**src/rtl/mem_arb_pkg.sv**
```systemverilog
// mem_arb_pkg -- shared types and constants for the memory port arbiter.
//
// Contents:
//   DEF_DATA_W / DEF_ADDR_W / DEF_STARVE_LIMIT : default parameter values
//   arb_state_t : 2-bit FSM state encoding (IDLE, IF_XFER, DM_XFER, RESP)
//   owner_t     : which requester owns the transaction in flight
//   cnt_width() : bit width needed to count 0..limit inclusive
package mem_arb_pkg;

   localparam int DEF_DATA_W       = 32;
   localparam int DEF_ADDR_W       = 32;
   localparam int DEF_STARVE_LIMIT = 3;

   typedef enum logic [1:0] {
      ST_IDLE    = 2'd0,
      ST_IF_XFER = 2'd1,
      ST_DM_XFER = 2'd2,
      ST_RESP    = 2'd3
   } arb_state_t;

   typedef enum logic {
      OWN_IF = 1'b0,
      OWN_DM = 1'b1
   } owner_t;

   // Width of a counter that must hold every value 0..limit.
   function automatic int cnt_width(input int limit);
      return (limit < 1) ? 1 : $clog2(limit + 1);
   endfunction

endpackage

```
**src/rtl/arb_starve_counter.sv**
```systemverilog
// arb_starve_counter -- saturating count of data grants made while fetch waits.
//
// Ports:
//   clk, rst_n : clock, asynchronous active-low reset
//   inc        : count one data grant (ignored once saturated)
//   clr        : a fetch grant; wins over inc
//   cnt        : current count, 0..LIMIT
//   at_limit   : cnt == LIMIT, fetch must win the next contested grant
module arb_starve_counter
   import mem_arb_pkg::*;
#(
   parameter  int LIMIT = DEF_STARVE_LIMIT,
   localparam int CNT_W = cnt_width(LIMIT)
) (
   input  logic             clk,
   input  logic             rst_n,
   input  logic             inc,
   input  logic             clr,
   output logic [CNT_W-1:0] cnt,
   output logic             at_limit
);

   localparam logic [CNT_W-1:0] LIMIT_V = CNT_W'(LIMIT);

   assign at_limit = (cnt == LIMIT_V);

   always_ff @(posedge clk or negedge rst_n) begin
      if (!rst_n) begin
         cnt <= '0;
      end else if (clr) begin
         cnt <= '0;
      end else if (inc && !at_limit) begin
         cnt <= cnt + 1'b1;
      end
   end

endmodule

```
**src/rtl/mem_port_arbiter.sv**
```systemverilog
// mem_port_arbiter -- shares one backing-memory port between instruction
// fetch and the MEM stage, one transaction at a time.
//
// Ports:
//   clk_i, rst_i        : clock, asynchronous active-low reset
//   if_*                : fetch request (req/addr in, rdata/done out)
//   dm_*                : data request (req/we/addr/wdata in, rdata/done out)
//   mem_*               : shared memory command out, rdata/ack in
//   pipe_stall_o        : pipeline freeze while any request is unserved
//   dbg_state           : FSM state (arb_state_t encoding)
//   dbg_starve_cnt      : current starvation count
module mem_port_arbiter
   import mem_arb_pkg::*;
#(
   parameter  int DATA_W       = DEF_DATA_W,
   parameter  int ADDR_W       = DEF_ADDR_W,
   parameter  int STARVE_LIMIT = DEF_STARVE_LIMIT,
   localparam int STARVE_W     = cnt_width(STARVE_LIMIT)
) (
   input  logic                clk_i,
   input  logic                rst_i,
   input  logic                if_req_i,
   input  logic [ADDR_W-1:0]   if_addr_i,
   output logic [DATA_W-1:0]   if_rdata_o,
   output logic                if_done_o,
   input  logic                dm_req_i,
   input  logic                dm_we_i,
   input  logic [ADDR_W-1:0]   dm_addr_i,
   input  logic [DATA_W-1:0]   dm_wdata_i,
   output logic [DATA_W-1:0]   dm_rdata_o,
   output logic                dm_done_o,
   output logic                mem_req_o,
   output logic                mem_we_o,
   output logic [ADDR_W-1:0]   mem_addr_o,
   output logic [DATA_W-1:0]   mem_wdata_o,
   input  logic [DATA_W-1:0]   mem_rdata_i,
   input  logic                mem_ack_i,
   output logic                pipe_stall_o,
   output logic [1:0]          dbg_state,
   output logic [STARVE_W-1:0] dbg_starve_cnt
);

   arb_state_t        state_q, state_d;
   owner_t            owner_q;
   logic              grant_if, grant_dm;
   logic              in_xfer, ack_xfer;
   logic              starve_at_limit;
   logic              cmd_we_q;
   logic [ADDR_W-1:0] cmd_addr_q;
   logic [DATA_W-1:0] cmd_wdata_q;
   logic [DATA_W-1:0] if_rdata_q, dm_rdata_q;

   arb_starve_counter #(.LIMIT(STARVE_LIMIT)) u_starve (
      .clk      (clk_i),
      .rst_n    (rst_i),
      .inc      (grant_dm & if_req_i),
      .clr      (grant_if),
      .cnt      (dbg_starve_cnt),
      .at_limit (starve_at_limit)
   );

   always_ff @(posedge clk_i or negedge rst_i) begin
      if (!rst_i) begin
         state_q <= ST_IDLE;
      end else begin
         state_q <= state_d;
      end
   end

   // Data wins a contested grant unless fetch has already waited through
   // STARVE_LIMIT data grants.
   always_comb begin
      state_d  = state_q;
      grant_if = 1'b0;
      grant_dm = 1'b0;
      case (state_q)
         ST_IDLE: begin
            if (dm_req_i && !(if_req_i && starve_at_limit)) begin
               grant_dm = 1'b1;
               state_d  = ST_DM_XFER;
            end else if (if_req_i) begin
               grant_if = 1'b1;
               state_d  = ST_IF_XFER;
            end
         end
         ST_IF_XFER, ST_DM_XFER: begin
            if (mem_ack_i) begin
               state_d = ST_RESP;
            end
         end
         ST_RESP: begin
            state_d = ST_IDLE;
         end
         default: begin
            state_d = ST_IDLE;
         end
      endcase
   end

   assign in_xfer  = (state_q == ST_IF_XFER) || (state_q == ST_DM_XFER);
   // An ack outside a transfer carries no meaning and is dropped here.
   assign ack_xfer = in_xfer && mem_ack_i;

   // Command registers and owner are loaded only on a grant, so the memory
   // command stays frozen for the whole transfer.
   always_ff @(posedge clk_i or negedge rst_i) begin
      if (!rst_i) begin
         owner_q     <= OWN_IF;
         cmd_we_q    <= 1'b0;
         cmd_addr_q  <= '0;
         cmd_wdata_q <= '0;
      end else if (grant_dm) begin
         owner_q     <= OWN_DM;
         cmd_we_q    <= dm_we_i;
         cmd_addr_q  <= dm_addr_i;
         cmd_wdata_q <= dm_wdata_i;
      end else if (grant_if) begin
         owner_q     <= OWN_IF;
         cmd_we_q    <= 1'b0;
         cmd_addr_q  <= if_addr_i;
         cmd_wdata_q <= '0;
      end
   end

   // Read data lands in the owning port's register; writes leave both alone.
   always_ff @(posedge clk_i or negedge rst_i) begin
      if (!rst_i) begin
         if_rdata_q <= '0;
         dm_rdata_q <= '0;
      end else if (ack_xfer && !cmd_we_q) begin
         if (state_q == ST_IF_XFER) begin
            if_rdata_q <= mem_rdata_i;
         end else begin
            dm_rdata_q <= mem_rdata_i;
         end
      end
   end

   assign mem_req_o    = in_xfer;
   assign mem_we_o     = cmd_we_q;
   assign mem_addr_o   = cmd_addr_q;
   assign mem_wdata_o  = cmd_wdata_q;
   assign if_rdata_o   = if_rdata_q;
   assign dm_rdata_o   = dm_rdata_q;
   // Done is decoded from RESP plus a single owner bit, so both can never be high.
   assign if_done_o    = (state_q == ST_RESP) && (owner_q == OWN_IF);
   assign dm_done_o    = (state_q == ST_RESP) && (owner_q == OWN_DM);
   assign pipe_stall_o = (if_req_i & ~if_done_o) | (dm_req_i & ~dm_done_o);
   assign dbg_state    = state_q;

endmodule

```
**config.mk**
```make
export PLATFORM = sky130hd
export DESIGN_NAME = mem_port_arbiter
export DESIGN_NICKNAME = d
export VERILOG_FILES = /design/src/rtl/mem_arb_pkg.sv /design/src/rtl/arb_starve_counter.sv /design/src/rtl/mem_port_arbiter.sv
export SDC_FILE = /design/constraint.sdc
export NUM_CORES = 1
export LEC_CHECK = 0
export CORE_UTILIZATION = 41
export CTS_CLUSTER_DIAMETER = 80
export CTS_CLUSTER_SIZE = 40
export DETAILED_ROUTE_END_ITERATION = 10
export PLACE_DENSITY = 0.81
export SLEW_MARGIN = 5
export SYNTH_ARGS = -nofsm -noshare
export SYNTH_HDL_FRONTEND = slang
export SYNTH_HIERARCHICAL = 1
export SYNTH_SLANG_ARGS = --single-unit
```
**constraint.sdc**
```tcl
create_clock -name clk_i -period 2.41 [get_ports clk_i]
set_clock_uncertainty 0.05 [all_clocks]
set_input_delay 0.482 -clock clk_i [delete_from_list [all_inputs] [get_ports clk_i]]
set_output_delay 0.482 -clock clk_i [all_outputs]
set_load 0.005 [all_outputs]
```
# After elaboration in Yosys (flattened, before gate mapping)
# Cells that the tools add are included.
# op_classes
reduce_logical	18
eq_ne	6
bitwise_logic	8
n_addsub	1
mux	18
# ops
cell	count
32-bit two-way mux	4
2-bit two-way mux	5
1-bit two-way mux	8
1-bit logical AND	7
2-bit == test, second input constant	3
2-bit one-hot mux with 3 select lines	1
2-bit AND reduction	3
1-bit inverter	4
2-bit nonzero test	2
1-bit AND	3
1-bit logical NOT	3
3-bit != test, second input constant	1
2-bit by 1-bit adder with 2-bit output, second input constant	1
2-bit by 1-bit == test with 1-bit output, second input constant	1
2-bit logical NOT	1
2-bit != test, second input constant	1
2-bit OR reduction	1
1-bit logical OR	1
1-bit bitwise OR	1
# word_totals
reg_bits	134
elab_cells	59
inputBits	134
output_inout_bits	137

# Logic depth before layout (Yosys ltp)
# depth
ltp_word	10
ltp_mapped	7
mapped_depth_nobuf	6

# Hierarchy
# The synthesis kept the hierarchy.
# modules_own_cells
mod	seq_area_each_um2	area_each_um2	cells_per_inst	instances
mem_port_arbiter	3303.2	5358.9	422	1
arb_starve_counter	50.0	123.9	10	1

# Worst setup path after synthesis
# Ideal clock, no wire load.
# synth_path
path_type	register to register
from	register state_q[1], in the netlist dbg_state[1]
to	register u_starve.cnt[0]
required_ps	2235
period_less_slack_ps	2034
setup_slack_ps	376
n_path_buf	2
t_arrival_ps	1859
setup_time_ps	125
path_stages_with_launch	8
path_cell_list	dfrtp_1 inv_1 ha_1 clkbuf_1 clkbuf_1 and3_1 nor2b_4 mux2_4
# synth_between
elab_chain_len	5
elab_cells_between_ends	7
cone_classes	3 x mux; 1 x bitwise; 3 x reduce/logical
# synth_lines
element	line_no	text
start: declaration	mem_port_arbiter.sv:43	arb_state_t state_q, state_d;
start signal: assignment	mem_port_arbiter.sv:66	state_q <= state_d;
2-bit logical NOT *	mem_port_arbiter.sv:76	case (state_q)
1-bit two-way mux	mem_port_arbiter.sv:76	
1-bit AND	mem_port_arbiter.sv:56	.inc (grant_dm & if_req_i),
1-bit logical AND	arb_starve_counter.sv:32	end else if (inc && !at_limit) begin
2-bit nonzero test (no source line)	--	
end signal: assignment	arb_starve_counter.sv:33	cnt <= cnt + 1'b1;
end: declaration	arb_starve_counter.sv:19	output logic [CNT_W-1:0] cnt,
# Every way passes the cells marked *; elsewhere a longest branch is shown, timed or not.
# A chain may end at the register's enable or synchronous reset.

# Final worst setup path
# layout_path
from	register state_q[0], in the netlist dbg_state[0]
to	output port mem_req_o
# layout_between
elab_chain_len	2
elab_cells_between_ends	3
cone_classes	2 x eq/ne; 1 x reduce/logical
# layout_lines
element	line_no	text
2-bit by 1-bit == test with 1-bit output or 2-bit == test (tied branches)	mem_port_arbiter.sv:100	assign in_xfer = (state_q == ST_IF_XFER) || (state_q == ST_DM_XFER);
1-bit logical OR *	mem_port_arbiter.sv:100	
end: declaration	mem_port_arbiter.sv:32	output logic mem_req_o,
# Marks and branches as above.

==> qor.yml <==
hold_path:
  hold_path.class: "register to register"
floorplanning:
  io_pins: 271
  die_x_um: 118
  core_mm2: 0.0128
  die_h_um: 118
  fp-row-count: 41
  die_area_mm2: 0.0138
  initial_core_util_pct: 42.8
global_route:
  grt_pass1_vias: 4883
  overflow: 0
  grt_max_degree: 65
  grt_pass1_wl_mm: 25.2
  grt_use_total_pct: 23.3
  antenna_found_initial: 0
logic_synthesis:
  postSynthAreaPerCell_um2: 12.7
  ys_seq_area_share_pct: 61.2
  synth-seq-cells: 134
  postSynthCellCount: 432
  synthArstFlopShare_pct: 100
  synth_ff_type: "dfrtp_1"
  synth_edf_count: 0
  synthDistinctLibCells: 39
  synth_area_mm2: 0.00548
  ys_warn_count: 6
  syn_nets: 570
setup_path:
  required_ns: 1.88
  cp_max_fo: 5
  cp-end-kind: "primary output"
  critPathLaunchType: "register"
  critical_path_class: "register to primary output"
  worst-endpoint-arrival_ns: 1.80
finish:
  n_antenna_cell: 0
  drive_above_1_share_pct: 16.7
  layout_commonest_cell: "clkdlybuf4s50_1"
  fin_util_pct: 70.8
  nets: 842
  design_area_mm2: 0.00908
  synthToLayoutAreaGrowth_pct: 65.7
  final_cell_mix: "clkdlybuf4s50_1 (269), dfrtp_1 (133), mux2_2 (62)"
placement:
  gp_congestion: 0.783
  placed_area_mm2: 0.00841
  io_buffers: 270
  dp_hpwl_mm: 10.9
power:
  clkPwrFrac_pct: 23.2
  cellPowerDensity_mw_per_mm2: 1330
  p_int_mw: 8.52
  pwr-share-seq_pct: 32.9
  p_sw_mw: 3.55
  fin_total_pwr_mw: 12.1
  switching_share_pct: 29.4
  leakage_nw: 3.77
  comb_power_share_pct: 43.9
  ir_drop_mv: 0.627
timing:
  fin_crit_sh_pct: 96.8
  max_freq_ghz: 0.429
  tightestPinTransition_ns: 0.534
  tns_ns: 0
  setup_violations: 0
  maxSlewHeadroom_pct: 64.4
  rsz0062_at_grt: "false"
  drv_slew: 0
  layout_min_cycle_time_ns: 2.33
  hold_violations: 0
clock_network:
  clk_pin_slew_ns: 0.05
  clock_sinks: 134
  cts_made_buffers: 17
  h-tree-depth: 4
  cts_root_buffer: "clkbuf_16"
  cts_buffer_depth: 2
  postCtsSetupRepairBufs: 0
  cts_tree: "done"
  clock_latency_ns: 0.42
routing:
  first_iter_violations: 306
  antenna_left: 0
  viasPerCell: 5.27
  totalWireLength_mm: 15.6
  num_vias: 4689
  firstDrtPassIters: 4
  avgRoutedWirePerCell_um: 17.5
  drc: 0
job:
  maxCapViolations: 0
outcome:
  status: "completed"
synthesized netlist by cell type (2+ instances only):
master | count | area, µm²
mux2_2 | 62 | 698
a31oi_1 | 32 | 200
nand3_1 | 32 | 160
dfrtp_1 | 134 | 3350
buf_6 | 3 | 33.8
a21oi_1 | 2 | 10.0
buf_4 | 3 | 22.5
mux2_1 | 2 | 22.5
ha_1 | 4 | 50.1
buf_2 | 8 | 40.0
buf_1 | 6 | 22.5
clkbuf_1 | 13 | 48.8
inv_1 | 4 | 15.0
nor2_1 | 35 | 131
nor2b_1 | 2 | 12.5
o21ai_0 | 34 | 170
a22o_1 | 34 | 298
critical path: stages, from the launching register on:
cell and delay [ns]:
dfrtp_1 0.42, inv_1 0.12, ha_4 0.31, clkdlybuf4s50_1 0.53
metrics by stage:
step / instances / hold slack [ns] / setup WS, ns
CTS: 889 / 0.447 / 0.0638
detailed placement: 856 / 0.432 / 0.120
floorplan: 432 / 0.136 / 0.376
global route: 889 / 0.459 / 0.0146
finish: 889 / 0.445 / 0.0776
global placement: 856 / 0.420 / 0.145
logic make-up (layout without fill, tap and decap cells):
family	count (synthesis)	in the layout	synth area share, %
muxes	66	66	13.6
DFF	134	134	61.2
buffers and inverters	38	323	3.40
and+or+nand+nor	80	80	7.35
AOI/OAI and AO/OA	110	110	13.6
adders and majority gates	4	4	0.913
sequential cells by signal (all words and copies together), names as in the netlist:
register,count
u_starve/cnt,2
dm_rdata_o,32
mem_wdata_o,32
dbg_state,2
mem_we_o,1
owner_q,1
mem_addr_o,32
if_rdata_o,32
final timing paths:
kind                                               end  cells past startpoint                        from  slack (ns)
setup / recovery                             mem_req_o                      3    dbg_state[0]$_DFFE_PN0P_        0.08
hold / removal              dm_rdata_o[30]$_DFFE_PN0P_                      1  dm_rdata_o[30]$_DFFE_PN0P_        0.45
setup reg to reg            dm_rdata_o[25]$_DFFE_PN0P_                      6    dbg_state[0]$_DFFE_PN0P_        0.39
hold reg to reg             dm_rdata_o[30]$_DFFE_PN0P_                      1  dm_rdata_o[30]$_DFFE_PN0P_        0.45
max in group asynchronous  mem_wdata_o[10]$_DFFE_PN0P_                      3                       rst_i        1.02
min in group asynchronous   if_rdata_o[20]$_DFFE_PN0P_                      2                       rst_i        0.55
power groups by stage:
stage	combinational, mW	sequential (mW)	clock [mW]
final	5.30	3.98	2.80
after global routing	5.68	4.11	2.95
after CTS	5.35	3.97	2.86
after detailed placement	5.28	3.99	0
after global placement	5.14	3.93	0
after floorplan	2.13	4.02	0
layer usage:
| layer | share of wire (%) | wire (µm) | GRT usage [%] | up-vias |
|---|---|---|---|---|
| met4 | 3.5 | 550 | 12.2 | 0 |
| met5 | 0 | 0 | 0 | - |
| met1 | 39 | 6130 | 27.3 | 2295 |
| li1 | - | - | - | 2121 |
| met3 | 6.5 | 1010 | 5.81 | 45 |
| met2 | 51 | 7890 | 39.4 | 228 |
cell type report:
cell class | instances | area (µm²)
clock buffers | 20 | 447
clock inverters | 12 | 200
fillers | 873 | 3740
inverters | 5 | 18.8
multi-input cells | 260 | 1960
flip-flops and latches | 134 | 3350
well taps | 172 | 215
repair buffers | 286 | 2890
repair_timing:
item / 4_1_cts / 5_1_grt
gates resized for setup: 2 / 0
hold buffers: 1 / 0
endpoints found under the hold margin: 39 / 0
endpoints found under the setup margin: 1 / 0
No activity file was read; power rests on OpenSTA's default activity.
